$ cat src/rtl/vec_alu_seq.sv
// Sequencer for the replicated vec_alu lanes: primes, runs for BEATS cycles, merges lane chunks.
// Optional protocol checker on alu_done enabled by defining VEC_ALU_SEQ_CHECK_EN.
module vec_alu_seq #(
  parameter int VLEN       = 128,
  parameter int LANE_WIDTH = 4,
  parameter int NB_LANES   = 1
) (
  input  logic                             clk,
  input  logic                             reset,
  input  logic                             req_valid,
  output logic                             req_ready,
  input  logic [5:0]                       req_opcode,
  input  logic [2:0]                       req_vsew,
  input  logic [VLEN-1:0]                  req_vs1,
  input  logic [VLEN-1:0]                  req_vs2,
  output logic                             alu_run,
  output logic [5:0]                       alu_opcode,
  output logic [2:0]                       alu_vsew,
  output logic [VLEN-1:0]                  alu_vs1,
  output logic [VLEN-1:0]                  alu_vs2,
  input  logic [(1<<NB_LANES)*VLEN-1:0]    alu_vd,
  input  logic [(1<<NB_LANES)*10-1:0]      alu_reg_index,
  input  logic [(1<<NB_LANES)-1:0]         alu_done,
  output logic                             resp_valid,
  input  logic                             resp_ready,
  output logic [VLEN-1:0]                  resp_vd,
  output logic                             resp_err
);

  localparam int unsigned W     = 1 << LANE_WIDTH;
  localparam int unsigned NL    = 1 << NB_LANES;
  localparam int unsigned BEATS = VLEN >> (LANE_WIDTH + NB_LANES);
  localparam int          CW    = (BEATS > 1) ? $clog2(BEATS) : 1;
  localparam logic [CW-1:0] LAST = CW'(BEATS - 1);
  localparam logic [VLEN-1:0] CHUNK_MASK = {{(VLEN-W){1'b0}}, {W{1'b1}}};

  localparam logic [1:0] S_IDLE  = 2'd0;
  localparam logic [1:0] S_PRIME = 2'd1;
  localparam logic [1:0] S_RUN   = 2'd2;
  localparam logic [1:0] S_RESP  = 2'd3;

  logic [1:0]      state;
  logic [CW-1:0]   cnt;
  logic [VLEN-1:0] result;
  logic [VLEN-1:0] merged;
  logic [VLEN-1:0] lane_mask;
  logic            err_q;

  assign req_ready  = (state == S_IDLE);
  assign resp_valid = (state == S_RESP);
  assign alu_run    = (state == S_RUN);
  assign resp_vd    = result;

  // Shifting the chunk mask left drops bits past VLEN, so oversized offsets clip instead of
  // wrapping; lanes are folded in ascending order so the highest lane wins on overlap.
  always_comb begin
    merged    = result;
    lane_mask = '0;
    for (int unsigned i = 0; i < NL; i++) begin
      lane_mask = CHUNK_MASK << alu_reg_index[i*10 +: 10];
      merged    = (merged & ~lane_mask) | (alu_vd[i*VLEN +: VLEN] & lane_mask);
    end
  end

  always_ff @(posedge clk) begin
    if (reset) begin
      state      <= S_IDLE;
      cnt        <= '0;
      result     <= '0;
      err_q      <= 1'b0;
      alu_opcode <= '0;
      alu_vsew   <= '0;
      alu_vs1    <= '0;
      alu_vs2    <= '0;
    end else begin
      case (state)
        S_IDLE: if (req_valid) begin
          alu_opcode <= req_opcode;
          alu_vsew   <= req_vsew;
          alu_vs1    <= req_vs1;
          alu_vs2    <= req_vs2;
          result     <= '0;
          cnt        <= '0;
          if (req_vsew > 3'd3) begin
            err_q <= 1'b1;
            state <= S_RESP;
          end else begin
            state <= S_PRIME;
          end
        end
        S_PRIME: state <= S_RUN;
        S_RUN: begin
          result <= merged;
          cnt    <= cnt + 1'b1;
          if (cnt == LAST) state <= S_RESP;
        end
        S_RESP: if (resp_ready) begin
          err_q <= 1'b0;
          state <= S_IDLE;
        end
        default: state <= S_IDLE;
      endcase
    end
  end

`ifdef VEC_ALU_SEQ_CHECK_EN
  logic chk_fault;
  logic chk_final;

  // The all-done check is also applied combinationally in the first RESP cycle so a response
  // consumed immediately still carries the fault.
  always_ff @(posedge clk) begin
    if (reset || state == S_IDLE) begin
      chk_fault <= 1'b0;
      chk_final <= 1'b0;
    end else if (state == S_RUN) begin
      chk_final <= (cnt == LAST);
      if (((cnt != LAST) && (|alu_done)) || ((|alu_done) && !(&alu_done)))
        chk_fault <= 1'b1;
    end else if (state == S_RESP && chk_final) begin
      chk_final <= 1'b0;
      if (!(&alu_done)) chk_fault <= 1'b1;
    end
  end

  assign resp_err = err_q | (resp_valid & (chk_fault | (chk_final & ~(&alu_done))));
`else
  logic unused_done;
  assign unused_done = ^alu_done;
  assign resp_err    = err_q;
`endif

endmodule

$ cat config.mk
export PLATFORM = sky130hd
export DESIGN_NAME = vec_alu_seq
export DESIGN_NICKNAME = d
export VERILOG_FILES = /design/src/rtl/vec_alu_seq.sv
export SDC_FILE = /design/constraint.sdc
export NUM_CORES = 1
export LEC_CHECK = 0
export CORE_AREA = 2 2 364 366
export DETAILED_ROUTE_END_ITERATION = 10
export DIE_AREA = 0 0 366 368
export HOLD_SLACK_MARGIN = 0.1
export PLACE_DENSITY = 0.33
export SKIP_LAST_GASP = 1
export SLEW_MARGIN = 10
export SYNTH_ARGS = -nofsm -noshare
export SYNTH_HDL_FRONTEND = slang
export SYNTH_SLANG_ARGS = --single-unit
$ cat constraint.sdc
create_clock -name clk -period 2.9 [get_ports clk]
set_input_delay 0.29 -clock clk [delete_from_list [all_inputs] [get_ports clk]]
set_output_delay 0.29 -clock clk [all_outputs]
set_load 0.02 [all_outputs]
==> Yosys cells after proc, flatten, opt, wreduce, memory -nomap -nowiden <==
Cells that the tools add are included.
{ "totals": {"reg_bits": 398, "input_bits": 547, "output_inout_bits": 397, "wordCells": 48} }
{ "op_classes": {"n_addsub": 1, "n_lt_le_gt_ge": 1, "eq_ne": 8, "shifts": 2, "muxes": 13, "n_bitwise": 8, "reduce_logical": 7} }
{ "ops": {"columns": ["operator", "n"], "rows": [
  ["bitwise AND 128 bit", 4],
  ["inverter 128 bit", 2],
  ["OR 128 bit", 2],
  ["case mux 128 bit (2 select lines)", 1],
  ["left shift 16 x 10 -> 128 bit (first input constant)", 2],
  ["2-to-1 mux 128 bit", 1],
  ["2-to-1 mux 2 bit", 5],
  ["case mux 2 bit (4 select lines)", 1],
  ["== test 2 bit (second input constant)", 3],
  ["!= test 2 x 1 -> 1 bit (second input constant)", 3],
  ["case mux 2 bit (2 select lines)", 1],
  ["AND reduction 2 bit", 2],
  ["AND reduction 4 bit", 1],
  ["nonzero test 2 bit", 2],
  ["greater-than comparator 3 x 2 -> 1 bit (second input constant)", 1],
  ["2-to-1 mux 1 bit", 3],
  ["AND reduction 3 bit", 1],
  ["adder 2 x 1 -> 2 bit (second input constant)", 1],
  ["== test 2 x 1 -> 1 bit (second input constant)", 1],
  ["logical NOT 2 bit", 1],
  ["!= test 2 bit (second input constant)", 1],
  ["case mux 1 bit (2 select lines)", 1]
]} }

==> Logic depth before layout (Yosys ltp) <==
{ "logic_depth": {"word_depth": 7, "mapped_depth": 9, "ltp_nobuf": 7} }

==> Least setup slack after synthesis <==
OpenSTA, ideal clock, no wires.
{ "synth_timing": {"path_type": "register to register", "from": "register state[0]", "to": "register result[75] (netlist: resp_vd[75])", "setup_ps": 79, "t_arrival_ps": 2118, "required_time_ps": 2821, "slack_ps": 703, "path_stages_with_launch": 10, "path_buffers": 2, "synth_period_minus_slack_ps": 2197, "path_cell_list": "dfxtp_1 inv_1 ha_1 nand2b_1 o21ai_1 nor2b_1 clkbuf_1 clkbuf_1 nand2_1 o211ai_1"} }
{ "synth_via": {"elab_chain_cells": 3, "word_cells_on_any_way": 6, "cone_classes": "eq/ne: 2; mux: 1; reduce/logical: 3"} }
{ "synth_lines": {"columns": ["item", "line_no", "source"], "rows": [
  ["from (decl)", "42", "logic [1:0] state;"],
  ["from (signal assigned)", "67", "state <= S_IDLE;"],
  ["from (signal assigned)", "86", "state <= S_RESP;"],
  ["from (signal assigned)", "88", "state <= S_PRIME;"],
  ["logical NOT 2 bit *", null, null],
  ["via req_ready", "11", "output logic req_ready,"],
  ["!= test 2 bit (no line) or nonzero test 2 bit (tied branches)", null, null],
  ["AND reduction 2 bit (no line)", null, null],
  ["to (signal assigned)", "93", "result <= merged;"],
  ["to (decl)", "44", "logic [VLEN-1:0] result;"]
]} }
Mark *: on every way through the listed nets, which the timed path passes. The rest lies on a longest branch.
A chain may end at the register's enable or synchronous reset.

==> Worst setup path after layout <==
{ "layout_timing": {"from": "register state[0]", "to": "output alu_run"} }
{ "layout_via": {"elab_chain_cells": 1} }
{ "layout_lines": {"columns": ["item", "line_no", "source"], "rows": [
  ["== test 2 bit", "51", "assign alu_run = (state == S_RUN);"],
  ["to (decl)", "16", "output logic alu_run,"]
]} }
Every way passes these cells.

==> impl_metrics.ini <==
[status]
status = complete, no violations

[global_route]
grt_use_met1 = 0.260
use_met3 = 0.0555
grt_pass1_vias = 23900
gr-usage-all-layers = 0.211
grt_max_degree = 138
antenna_found_initial = 31
grt_overflow = 0
grt_pass1_wl_mm = 202
use_met2 = 0.366
top_usage_layer = met2

[die]
rows = 133
die_area_um2 = 135000
boundaryPins = 944
coreArea_um2 = 131000
die_h_um = 368
die_w_um = 366
initial_utilization = 0.149

[pwr]
power.density_nw_per_um2 = 618
power.leakage_nw = 12.1
peakVddDrop_v = 0.000528

[critical_path]
worst-setup-path-type = flip-flop to output pin
path_cells = inv_1 -> ha_1 -> clkdlybuf4s50_1
cp.required_ps = 2610
end_kind = output pin
slowest_stage = clkdlybuf4s50_1
r2r_setup_slack_ps = 600
crit_path_max_fanout = 7
r2r_start = state[0]
worstReg2RegEnd = resp_vd[78]
r2r_cells = 10
slowest_delay_ps = 950
cp.arrival_ps = 2330
crit_family = buffers and inverters
critPathBufInv = 2
start_kind = flip-flop

[min_path]
holdPathStages = 3
hp-start = req_vs1[76]
min_to = alu_vs1[76]
hold_class = primary input to flip-flop

[clock_network]
insertion_delay_ps = 690
cts_max_level = 2
root_buffer = clkbuf_16
clockBufferDepth = 3
cts_tree = done
cts.sinks = 398
numCtsBuffers = 57
clk_pin_slew_ps = 60

[route]
ant_nets = 0
dr.pass1.iters = 5
drtIter0Drc = 1732
routedWlPerCell_um = 27.4
drc = 0
wirelength_mm = 149
vias_per_cell = 4.42
num_vias = 23900

[placed_design]
place.gp.congestion = 0.889
place_area_um2 = 32000
io_buffers = 941
dp_hpwl_mm = 117

[logic_synthesis]
ys_types = 74
syn_inst = 2557
synth_seq_cells = 398
syn_nets = 3108
synth.avg_cell_area_um2 = 7.65
synthFlopType = dfxtp_1
synth_edf_count = 0
async_flop_share = 0
yosys_warnings = 0
ys_seq_area_frac = 0.407
syn-cell-area_um2 = 19600

[sta]
min_period_over_period = 0.904
rsz0062_at_grt = false
fin_skew_ps = 30.8
setup_viol = 0
min_period_ps = 2620
drv_slew = 0
final-hold-violation-count = 0
tns_ps = 0
fmax_mhz = 381
slew_headroom = 0.302
tightest_slew_ps = 1050

[cells_and_area]
syn2layout_area_growth_pct = 78.2
fin_area_um2 = 34800
fin_nets = 4159
fillers = 14400
layout-drive-gt1-share = 0.0918
final_core_util = 0.266

[job]
drv_cap = 0
through the flow:
step	power (mW)	instances	worst slack, ps	hold slack (ps)
after CTS	21.9	5405	214	100
after global routing	22.6	5414	187	135
after global placement	14.4	5214	109	442
after floorplan	9.88	2557	703	426
final	21.5	5417	277	158
after detailed placement	14.4	5214	120	446
layer usage:
| layer | vias up | wire length, um | share of wire |
|---|---|---|---|
| met5 | - | 73 | 0.00049 |
| met4 | 12 | 2580 | 0.017 |
| met3 | 136 | 10200 | 0.068 |
| met2 | 802 | 73000 | 0.49 |
| met1 | 11700 | 62800 | 0.42 |
| li1 | 11300 | - | - |
cells in the mapped netlist (all sizes together) (22+ instances only):
| library cell | instances | share of area |
|---|---|---|
| a311oi | 22 | 0.0099 |
| mux2i | 61 | 0.031 |
| o211ai | 31 | 0.012 |
| o31ai | 31 | 0.012 |
| o21ai | 168 | 0.043 |
| a21oi | 326 | 0.084 |
| o41ai | 25 | 0.011 |
| inv | 28 | 0.0054 |
| clkbuf | 194 | 0.037 |
| buf | 31 | 0.0081 |
| nor3 | 55 | 0.014 |
| a32o | 39 | 0.020 |
| nand3 | 46 | 0.012 |
| nor2 | 77 | 0.015 |
| nand2 | 642 | 0.12 |
| dfxtp | 398 | 0.41 |
| or3 | 46 | 0.015 |
sequential cells by signal, indices dropped and copies added (netlist names):
register	cells
alu_vs1	128
alu_vs2	128
resp_vd	128
alu_opcode	6
alu_vsew	3
cnt	2
state	2
resp_err	1
layout make-up:
| cell class | instances | area, um2 | area share |
|---|---|---|---|
| repair buffers | 1217 | 12000 | 0.345 |
| multi-input cells | 1906 | 10700 | 0.306 |
| flip-flops and latches | 398 | 7970 | 0.229 |
| well taps | 1755 | 2200 | 0.0630 |
| clock buffers | 82 | 1650 | 0.0474 |
| clock inverters | 19 | 226 | 0.00650 |
| inverters | 28 | 105 | 0.00302 |
| diodes | 12 | 30.0 | 0.000862 |
where the power goes:
part / switching [mW] / internal [mW] / total, mW
Clock: 3.13 / 4.13 / 7.26
Sequential: 0.401 / 6.22 / 6.62
Combinational: 4.60 / 3.08 / 7.67
worst min-delay path, cell delays in order:
cell	delay, ps
clkdlybuf4s50_1	400
nand2_1	60
a21oi_1	50
kinds of logic after synthesis:
kind of cell,Yosys count,share of synthesized area
adder cells (fa/ha/maj),4,0.00256
multiplexers,76,0.0399
flip-flops,398,0.407
buffers and inverters,253,0.0507
XOR/XNOR,23,0.0103
AO/OA/AOI/OAI,808,0.264
AND/OR/NAND/NOR,995,0.225
repair_timing:
item | in CTS | in global routing
hold endpoints to repair | 93 | 0
resized for setup | 0 | 0
hold buffers | 90 | 0
setup buffers | 0 | 0
how the worst max path moves through the flow:
| stage | cells past startpoint | from | endpoint |
|---|---|---|---|
| 2_1_floorplan | 9 | state[0] | resp_vd[75] |
| 3_3_place_gp | 8 | alu_reg_index[6] | resp_vd[4] |
| 3_5_place_dp | 8 | alu_reg_index[13] | resp_vd[45] |
| 4_1_cts | 3 | state[0] | alu_run |
| 5_1_grt | 2 | state[1] | alu_run |
| 6_report | 3 | state[0] | alu_run |
cells in the final DEF, fill, tap and decap left out, types with 53 or more instances in the layout:
master and count:
clkdlybuf4s50_1 936, nor3_1 53, dfxtp_1 398, o21ai_0 165, buf_4 161, a21oi_1 324
nor2_1 75, nand2_1 641, clkbuf_16 57, dlygate4sd3_1 90, mux2i_1 61
No activity file was read; power rests on OpenSTA's default activity.
